[config.mk]
export PLATFORM = sky130hd
export DESIGN_NAME = cache_controller
export DESIGN_NICKNAME = d
export VERILOG_FILES = /design/src/rtl/cache_pkg.sv /design/src/rtl/cache_controller_lru.sv /design/src/rtl/cache_controller.sv
export SDC_FILE = /design/constraint.sdc
export NUM_CORES = 2
export LEC_CHECK = 0
export BUFFER_PORTS_ARGS = -buffer_cell sky130_fd_sc_hd__buf_2
export CORE_MARGIN = 5
export CORE_UTILIZATION = 63
export DETAILED_ROUTE_END_ITERATION = 10
export PLACE_DENSITY_LB_ADDON = 0.25
export SLEW_MARGIN = 20
export SYNTH_ARGS = -nofsm -noshare
export SYNTH_HDL_FRONTEND = slang
export SYNTH_HIERARCHICAL = 1
export SYNTH_SLANG_ARGS = --single-unit
[constraint.sdc]
create_clock -name clk_i -period 13.1 [get_ports clk_i]
set_input_delay 0.655 -clock clk_i [delete_from_list [all_inputs] [get_ports clk_i]]
set_output_delay 0.655 -clock clk_i [all_outputs]
set_load 0.01 [all_outputs]
[src/rtl/cache_pkg.sv]
// Shared types and address helpers for the 4-way set-associative cache controller.
package cache_pkg;

  localparam int WAYS  = 4;
  localparam int WAY_W = 2;
  localparam int AGE_W = 2;

  typedef enum logic [2:0] {
    ST_IDLE,
    ST_LOOKUP,
    ST_WRITEBACK,
    ST_REFILL,
    ST_RESPOND
  } ctrl_state_t;

  // Set index of a byte address, right-aligned; callers cast to SET_BITS.
  function automatic logic [31:0] addr_set(input logic [31:0] addr, input int unsigned set_bits);
    return (addr >> 2) & ((32'd1 << set_bits) - 32'd1);
  endfunction

  // Tag of a byte address, right-aligned; callers cast to TAG_BITS.
  function automatic logic [31:0] addr_tag(input logic [31:0] addr, input int unsigned set_bits);
    return addr >> (set_bits + 2);
  endfunction

endpackage

[src/rtl/cache_controller_lru.sv]
// Per-set replacement logic: victim choice from valid bits and ages, and the
// age vector that results from touching one way.
module cache_lru
  import cache_pkg::*;
(
  input  logic [WAYS-1:0]             valid_i,
  input  logic [WAYS-1:0][AGE_W-1:0]  ages_i,
  input  logic [WAY_W-1:0]            access_way_i,
  output logic [WAY_W-1:0]            victim_way_o,
  output logic [WAYS-1:0][AGE_W-1:0]  ages_o
);

  logic any_invalid;

  // NOTE: every output of a combinational block gets a default first so no latch is inferred.
  always_comb begin
    victim_way_o = '0;
    any_invalid  = 1'b0;
    for (int w = WAYS - 1; w >= 0; w--) begin
      if (!valid_i[w]) begin
        victim_way_o = WAY_W'(w);
        any_invalid  = 1'b1;
      end
    end
    if (!any_invalid) begin
      for (int w = 0; w < WAYS; w++) begin
        if (ages_i[w] == AGE_W'(WAYS - 1)) victim_way_o = WAY_W'(w);
      end
    end
  end

  // Touched way becomes youngest; only ways younger than it age by one.
  always_comb begin
    ages_o = ages_i;
    for (int w = 0; w < WAYS; w++) begin
      if (WAY_W'(w) == access_way_i) begin
        ages_o[w] = '0;
      end else if (ages_i[w] < ages_i[access_way_i]) begin
        ages_o[w] = ages_i[w] + AGE_W'(1);
      end
    end
  end

endmodule

[src/rtl/cache_controller.sv]
// Write-back, write-allocate sequencing controller for a 4-way set-associative
// one-word-per-line data cache with a valid/ack main-memory port.
module cache_controller
  import cache_pkg::*;
#(
  parameter  int SET_BITS   = 4,
  parameter  int DATA_WIDTH = 32,
  localparam int TAG_BITS   = 32 - SET_BITS - 2,
  localparam int NUM_SETS   = 1 << SET_BITS
) (
  input  logic                  clk_i,
  input  logic                  rst_i,
  input  logic                  cpu_req_i,
  input  logic                  cpu_we_i,
  input  logic [31:0]           cpu_addr_i,
  input  logic [DATA_WIDTH-1:0] cpu_wdata_i,
  output logic                  cpu_ready_o,
  output logic                  cpu_done_o,
  output logic [DATA_WIDTH-1:0] cpu_rdata_o,
  output logic                  cpu_hit_o,
  output logic                  mem_req_o,
  output logic                  mem_we_o,
  output logic [31:0]           mem_addr_o,
  output logic [DATA_WIDTH-1:0] mem_wdata_o,
  input  logic                  mem_ack_i,
  input  logic [DATA_WIDTH-1:0] mem_rdata_i
);

  ctrl_state_t           state_q, state_d;
  logic [31:0]           addr_q, addr_d;
  logic                  we_q, we_d;
  logic [DATA_WIDTH-1:0] wdata_q, wdata_d;
  logic [DATA_WIDTH-1:0] rdata_q, rdata_d;
  logic                  hit_q, hit_d;
  logic [WAY_W-1:0]      victim_q, victim_d;
  logic                  mem_req_q, mem_req_d;

  logic [TAG_BITS-1:0]            tag_q   [NUM_SETS][WAYS];
  logic [DATA_WIDTH-1:0]          data_q  [NUM_SETS][WAYS];
  logic [WAYS-1:0]                valid_q [NUM_SETS];
  logic [WAYS-1:0]                dirty_q [NUM_SETS];
  logic [WAYS-1:0][AGE_W-1:0]     age_q   [NUM_SETS];

  logic [SET_BITS-1:0]        lk_set;
  logic [TAG_BITS-1:0]        lk_tag;
  logic                       hit_any;
  logic [WAY_W-1:0]           hit_way;
  logic [WAY_W-1:0]           lru_victim;
  logic [WAYS-1:0][AGE_W-1:0] lru_ages;

  logic                  wr_en, wr_dirty, touch;
  logic [WAY_W-1:0]      acc_way;
  logic [DATA_WIDTH-1:0] wr_data;

  assign lk_set = SET_BITS'(addr_set(addr_q, SET_BITS));
  assign lk_tag = TAG_BITS'(addr_tag(addr_q, SET_BITS));

  always_comb begin
    hit_any = 1'b0;
    hit_way = '0;
    for (int w = 0; w < WAYS; w++) begin
      if (valid_q[lk_set][w] && tag_q[lk_set][w] == lk_tag) begin
        hit_any = 1'b1;
        hit_way = WAY_W'(w);
      end
    end
  end

  cache_lru u_lru (
    .valid_i      (valid_q[lk_set]),
    .ages_i       (age_q[lk_set]),
    .access_way_i (acc_way),
    .victim_way_o (lru_victim),
    .ages_o       (lru_ages)
  );

  always_comb begin
    state_d   = state_q;
    addr_d    = addr_q;
    we_d      = we_q;
    wdata_d   = wdata_q;
    rdata_d   = rdata_q;
    hit_d     = hit_q;
    victim_d  = victim_q;
    mem_req_d = mem_req_q;
    wr_en     = 1'b0;
    wr_dirty  = 1'b0;
    wr_data   = wdata_q;
    touch     = 1'b0;
    acc_way   = victim_q;

    unique case (state_q)
      ST_IDLE: begin
        if (cpu_req_i) begin
          addr_d  = cpu_addr_i;
          we_d    = cpu_we_i;
          wdata_d = cpu_wdata_i;
          state_d = ST_LOOKUP;
        end
      end
      ST_LOOKUP: begin
        hit_d    = hit_any;
        rdata_d  = '0;
        victim_d = lru_victim;
        acc_way  = hit_any ? hit_way : lru_victim;
        if (hit_any) begin
          touch    = 1'b1;
          wr_en    = we_q;
          wr_dirty = 1'b1;
          if (!we_q) rdata_d = data_q[lk_set][hit_way];
          state_d = ST_RESPOND;
        end else if (valid_q[lk_set][lru_victim] && dirty_q[lk_set][lru_victim]) begin
          mem_req_d = 1'b1;
          state_d   = ST_WRITEBACK;
        end else if (we_q) begin
          touch    = 1'b1;
          wr_en    = 1'b1;
          wr_dirty = 1'b1;
          state_d  = ST_RESPOND;
        end else begin
          mem_req_d = 1'b1;
          state_d   = ST_REFILL;
        end
      end
      ST_WRITEBACK: begin
        if (mem_ack_i) begin
          mem_req_d = 1'b0;
          if (we_q) begin
            touch    = 1'b1;
            wr_en    = 1'b1;
            wr_dirty = 1'b1;
            state_d  = ST_RESPOND;
          end else begin
            state_d = ST_REFILL;
          end
        end
      end
      ST_REFILL: begin
        // After a writeback the request drops for one cycle before the read.
        if (!mem_req_q) begin
          mem_req_d = 1'b1;
        end else if (mem_ack_i) begin
          mem_req_d = 1'b0;
          touch     = 1'b1;
          wr_en     = 1'b1;
          wr_data   = mem_rdata_i;
          rdata_d   = mem_rdata_i;
          state_d   = ST_RESPOND;
        end
      end
      ST_RESPOND: state_d = ST_IDLE;
      default:    state_d = ST_IDLE;
    endcase
  end

  // NOTE: sequential state uses non-blocking assignments so all flops update together.
  always_ff @(posedge clk_i) begin
    if (rst_i) begin
      state_q   <= ST_IDLE;
      addr_q    <= '0;
      we_q      <= 1'b0;
      wdata_q   <= '0;
      rdata_q   <= '0;
      hit_q     <= 1'b0;
      victim_q  <= '0;
      mem_req_q <= 1'b0;
    end else begin
      state_q   <= state_d;
      addr_q    <= addr_d;
      we_q      <= we_d;
      wdata_q   <= wdata_d;
      rdata_q   <= rdata_d;
      hit_q     <= hit_d;
      victim_q  <= victim_d;
      mem_req_q <= mem_req_d;
    end
  end

  always_ff @(posedge clk_i) begin
    if (rst_i) begin
      for (int s = 0; s < NUM_SETS; s++) begin
        valid_q[s] <= '0;
        dirty_q[s] <= '0;
        for (int w = 0; w < WAYS; w++) age_q[s][w] <= AGE_W'(w);
      end
    end else begin
      if (wr_en) begin
        valid_q[lk_set][acc_way] <= 1'b1;
        dirty_q[lk_set][acc_way] <= wr_dirty;
      end
      if (touch) age_q[lk_set] <= lru_ages;
    end
  end

  // NOTE: tag and data storage is not reset; valid bits alone qualify its contents.
  always_ff @(posedge clk_i) begin
    if (wr_en) begin
      tag_q[lk_set][acc_way]  <= lk_tag;
      data_q[lk_set][acc_way] <= wr_data;
    end
  end

  assign cpu_ready_o = (state_q == ST_IDLE);
  assign cpu_done_o  = (state_q == ST_RESPOND);
  assign cpu_rdata_o = cpu_done_o ? rdata_q : '0;
  assign cpu_hit_o   = cpu_done_o & hit_q;

  assign mem_req_o   = mem_req_q;
  assign mem_we_o    = mem_req_q && (state_q == ST_WRITEBACK);
  assign mem_wdata_o = mem_we_o ? data_q[lk_set][victim_q] : '0;
  always_comb begin
    mem_addr_o = '0;
    if (mem_we_o)       mem_addr_o = {tag_q[lk_set][victim_q], lk_set, 2'b00};
    else if (mem_req_q) mem_addr_o = {lk_tag, lk_set, 2'b00};
  end

endmodule

* Yosys cells after proc, flatten, opt, wreduce, memory -nomap -nowiden
Memories as Yosys holds them, arrays and structs flattened. A register that Yosys moved wholly into a read port is not among the register bits.
Index checks and enable logic that the tools add are counted.
** Word-level totals
- Memories kept :: 5
- Register bits after elaboration :: 104
- Bits in writable memories :: 3968
- Input port bits :: 101
** Memory list
- data_q :: words 16, width 128, read ports 1, clocked after memory_dff 1, write ports 1, line cache_controller.sv:39 : logic [DATA_WIDTH-1:0] data_q [NUM_SETS][WAYS];
- tag_q :: words 16, width 104, read ports 1, clocked after memory_dff 1, write ports 1, line cache_controller.sv:38 : logic [TAG_BITS-1:0] tag_q [NUM_SETS][WAYS];
- age_q :: words 16, width 8, read ports 1, clocked after memory_dff 1, write ports 16, line cache_controller.sv:42 : logic [WAYS-1:0][AGE_W-1:0] age_q [NUM_SETS];
- dirty_q :: words 16, width 4, read ports 1, clocked after memory_dff 1, write ports 16, line cache_controller.sv:41 : logic [WAYS-1:0] dirty_q [NUM_SETS];
- valid_q :: words 16, width 4, read ports 1, clocked after memory_dff 1, write ports 16, line cache_controller.sv:40 : logic [WAYS-1:0] valid_q [NUM_SETS];
** Operators by class
- Multiplexer cells :: 117
- Magnitude comparators :: 11
- Bitwise logic cells :: 4
- Add/subtract/negate cells :: 4
- Reductions and logical operators :: 19
- Equality and inequality tests :: 21
** Operator list (number)
- two-way mux 32 bit :: 16
- binary-select mux 32 bit (select 2 bit) :: 2
- two-way mux 128 bit :: 1
- == test 26 bit :: 4
- two-way mux 104 bit :: 1
- two-way mux 26 bit :: 3
- two-way mux 4 bit :: 18
- demux 32 bit (select 2 bit) :: 1
- case mux 32 bit (2 select lines) :: 1
- binary-select mux 26 bit (select 2 bit) :: 1
- demux 26 bit (select 2 bit) :: 1
- two-way mux 2 bit :: 22
- two-way mux 1 bit :: 33
- two-way mux 3 bit :: 7
- case mux 3 bit (4 select lines) :: 1
- != test 2 bit, second input constant :: 5
- greater-or-equal comparator 3 bit, second input constant :: 3
- inverter 2 -> 3 bit :: 3
- case mux 1 bit (3 select lines) :: 3
- adder 2 x 1 -> 2 bit, second input constant :: 4
- == test 2 bit, second input constant :: 4
- logical AND 1 bit :: 8
- < comparator 2 bit :: 4
- two-way mux 8 bit :: 1
- other kinds (23) :: 29

* Depth between registers and ports, before layout
- Depth after elaboration :: 20
- Depth in mapped cells :: 33

* Hierarchy
Netlist, hierarchy kept.
** Modules (own cells, without submodules)
- cache_controller :: area an instance 164226.3 µm², times used 1, seq. area each 120635.7 µm², cells each 8178
- cache_lru :: area an instance 494.2 µm², times used 1, seq. area each 0.0 µm², cells each 67

* Least setup slack after synthesis
Ideal clock, no wire load.
- Kind :: register -> register
- Start point :: register with a tool-made name
- End point :: memory data_q[4][0] (netlist name), enable pin
- Cell stages (with the launch flop) :: 28
- Slack :: 2.713 ns
- Library setup time :: 0.546 ns
- Data arrival time :: 9.842 ns
- Required time :: 12.554 ns
- Path through :: dfxtp_1 -> buf_6 -> buf_6 -> buf_6 -> buf_6 -> buf_6 -> buf_4 -> buf_2 -> buf_2 -> buf_2 -> buf_2 -> buf_2 -> mux4_2 -> mux4_2 -> ha_1 -> nor2b_1 -> o21ai_0 -> a21boi_0 -> nand3b_1 -> a32o_1 -> nand3_1 -> a21o_1 -> nor4_1 -> a31o_2 -> a21oi_1 -> buf_2 -> buf_2 -> nor3_1
** RTL lines (line)
- end, declared :: cache_controller.sv:39

==> run_results.csv <==
group,metric,value,unit
synth,netlist_area,165000,um2
worst_setup_path,start_kind,"flop",
worst_setup_path,cpMostUsedCell,"buf_4",
synth,avgSynthCellArea,20.0,um2
global_route,grt_start_max_net_pins,158,
cells_and_area,area.growth.synth_to_final,11.6,%
synth,ys_seq_area_share,73.2,%
sta,fin_worst_hold_slack,0.0330,ns
worst_setup_path,crit_path_end_kind,"flop",
floorplanning,fp.dieH,521,um
sta,final-max-slew-violation-count,0,
sta,tns,0,ns
sta,tightest_slew,1.38,ns
power,p_per_area,178,nW/um2
routing,dr.pass1.iters,9,
power,ir_drop,158,uV
worst_setup_path,cp_max_fo,57,
cells_and_area,instances_no_fill,12500,
clock_network,post_cts_buffers,0,
global_route,track_usage,35.9,%
hold_path,hold_path.class,"input port to flop",
routing,viasPerCell,7.39,
floorplanning,initial_core_util,63.4,%
worst_setup_path,slowest_delay,0.88,ns
synth,synthAdderAreaFrac,0.0608,%
floorplanning,die_x,521,um
clock_network,clk_latency,1.02,ns
global_route,grt_pass1_vias,91000,
synth,async_flop_share,0,%
clock_network,clockBufferDepth,4,
worst_setup_path,crit_required,13.78,ns
sta,post-route-min-period,9.37,ns
clock_network,cts_max_level,5,
floorplanning,die_area,272000,um2
synth,synthSimpleGateAreaFrac,3.50,%
sta,rsz0062_at_grt,"no",
worst_setup_path,cpMaxStageDelayCell,"and4_2",
floorplanning,io-pin-count,202,
sta,slew_headroom,6.42,%
worst_setup_path,path_class,"flop to flop",
worst_setup_path,crit_chain,"buf_12, buf_4, nand2b_1, o22ai_1, o21a_1, o21ai_0, o2111ai_1, a2111oi_2, and4_2, buf_4, nor3_1, a21o_4, inv_2, buf_4, mux4_1, inv_1, ha_1, inv_1, a221o_1, and3_1, o21ba_1, or4_1",
floorplanning,core,260000,um2
cells_and_area,layout-drive-gt1-share,27.1,%
routing,vias,92100,
clock_network,clkSinkCount,4074,
run,cap_violations,0,
synth,synth_cells,8245,
synth,ys_ff_latch,4074,
synth,synth_compound_area_share,3.24,%
placed_design,port_buffers,197,
synth,synthFlopType,"edfxtp_1",
placed_design,gp_congestion,0.926,
sta,fin_crit_sh,71.6,%
routing,routedWlPerCell,39.1,um
sta,fmax,107,MHz
synth,synth_mux_area_share,17.4,%
power,total_leakage_power,58.2,nW
global_route,gr-total-overflow,0,
worst_setup_path,reg2regPathDepth,22,
cells_and_area,layout_commonest_cell,"edfxtp_1",
cells_and_area,fill_cells,15000,
placed_design,dpl.hpwl,255000,um
worst_setup_path,arrival,10.05,ns
clock_network,ctsHoldBuffers,69,
routing,drc,0,
clock_network,cts_tree,"done",
sta,hold_viol_final,0,
clock_network,ctsResizeCount,0,
synth,synth_top_family_by_area,"multiplexers",
sta,finalSetupViolations,0,
synth,synth-edff-count,3904,
clock_network,clkSlewWorstSetupHoldPaths,0.07,ns
routing,ant_nets,0,
routing,first_iter_violations,15400,
status,outcome,"finished, final reports clean",
clock_network,root_buffer,"clkbuf_16",
synth,yosysUniqueCellTypes,105,
clock_network,numCtsBuffers,408,
cells_and_area,num-nets-final,8751,
synth,synthXorXnorAreaFrac,0.590,%
hold_path,whs_path_depth,3,
cells_and_area,final_cell_mix,"edfxtp_1 (3904), mux4_2 (1084), nand2_1 (450)",
global_route,grt_antenna_before_repair,23,
global_route,grt_pass1_wl,683000,um
sta,fin_worst_skew,0.0972,ns
placed_design,place_inst,11700,
routing,wl,487000,um
floorplanning,rows,187,
synth,yosys_warnings,6,
[state kept, by name, summed over array words and instances, names as in the netlist, named ones only]
register and cells:
addr_q 30, age_q 128, data_q 2048, dirty_q 64, hit_q 1, mem_req_o 1
rdata_q 32, state_q 3, tag_q 1664, valid_q 64, victim_q 2, wdata_q 32
we_q 1
[power breakdown]
part | internal (mW) | switching [mW] | leakage, nW
sequential | 14.9 | 0.138 | 37.3
clock | 6.76 | 4.91 | 6.43
combinational | 2.11 | 3.82 | 14.5
[final cells by class]
cell class | count | area [um2] | area share [%]
flip-flops and latches | 4074 | 121000 | 65.6
multi-input cells | 3547 | 41300 | 22.4
clock buffers | 497 | 10700 | 5.83
well taps | 3496 | 4370 | 2.38
repair buffers | 574 | 4150 | 2.26
clock inverters | 230 | 2480 | 1.35
inverters | 37 | 165 | 0.0898
diodes | 10 | 25.0 | 0.0136
[worst max-delay path, delay by kind of cell, from the launching register on]
| family | cells | cell delay [ns] |
|---|---|---|
| AO/OA/AOI/OAI | 8 | 2.53 |
| AND/OR/NAND/NOR | 5 | 2.55 |
| adder cells (fa/ha/maj) | 1 | 0.20 |
| buffers and inverters | 7 | 2.63 |
| multiplexers | 1 | 0.37 |
| flip-flops | 1 | 0.47 |
[metal layers]
metal  vias to the layer above  global-route usage, %  share of wire [%]
met1                     47000                   49.0                 33
met3                      1684                   10.5                 15
li1                      35000                      -                  -
met5                         -                      0              0.032
met4                        10                   18.7                6.6
met2                      8376                   53.6                 45
[cell families after synthesis]
logic type      count (synthesis)
compound gates                803
fa+ha+maj                       8
flops                        4074
simple gates                 1143
xor+xnor                      111
other cells                     1
buf+inv                       625
mux                          1480
[metrics by stage]
| stage | total power, mW | area [um2] | utilization (%) | setup WS, ns |
|---|---|---|---|---|
| finish | 32.7 | 184000 | 70.7 | 3.73 |
| global placement | 20.9 | 170000 | 65.4 | 4.40 |
| floorplan | 19.2 | 165000 | - | 2.71 |
| detailed placement | 21.0 | 170000 | 65.4 | 4.28 |
| CTS | 32.5 | 184000 | 70.7 | 4.20 |
| global route | 33.6 | 184000 | 70.7 | 3.50 |
[path summary, 6_finish.rpt]
| path | start | endpoint | slack [ns] |
|---|---|---|---|
| min | mem_rdata_i[5] | rdata_q[5] | 0.03 |
| max reg2reg | flop | age_q[13][5] | 3.73 |
| min reg2reg | valid_q[10][1] | valid_q[10][1] | 0.45 |
| max | flop | age_q[13][5] | 3.73 |
[Yosys cell counts, types with 27 or more instances]
cell / count / area (um2)
nor4_1: 96 / 601
o41ai_1: 27 / 236
a22oi_1: 98 / 736
or4_1: 60 / 450
and2_1: 50 / 313
o22ai_1: 39 / 244
buf_1: 41 / 154
nor3_1: 92 / 460
and3_1: 43 / 269
nor2_1: 141 / 529
buf_4: 61 / 458
clkbuf_1: 270 / 1010
mux4_2: 1084 / 24400
xnor2_1: 77 / 674
edfxtp_1: 3904 / 117000
xor2_1: 34 / 298
dfxtp_1: 170 / 3400
nor2b_1: 56 / 350
mux2_2: 94 / 1060
mux2i_1: 294 / 2940
o31ai_1: 28 / 210
buf_2: 150 / 751
a21oi_1: 201 / 1010
nand3_1: 43 / 215
inv_1: 29 / 109
o21ai_0: 173 / 866
buf_6: 56 / 631
nand2_1: 455 / 1710
(Power assumes the default switching activity.)
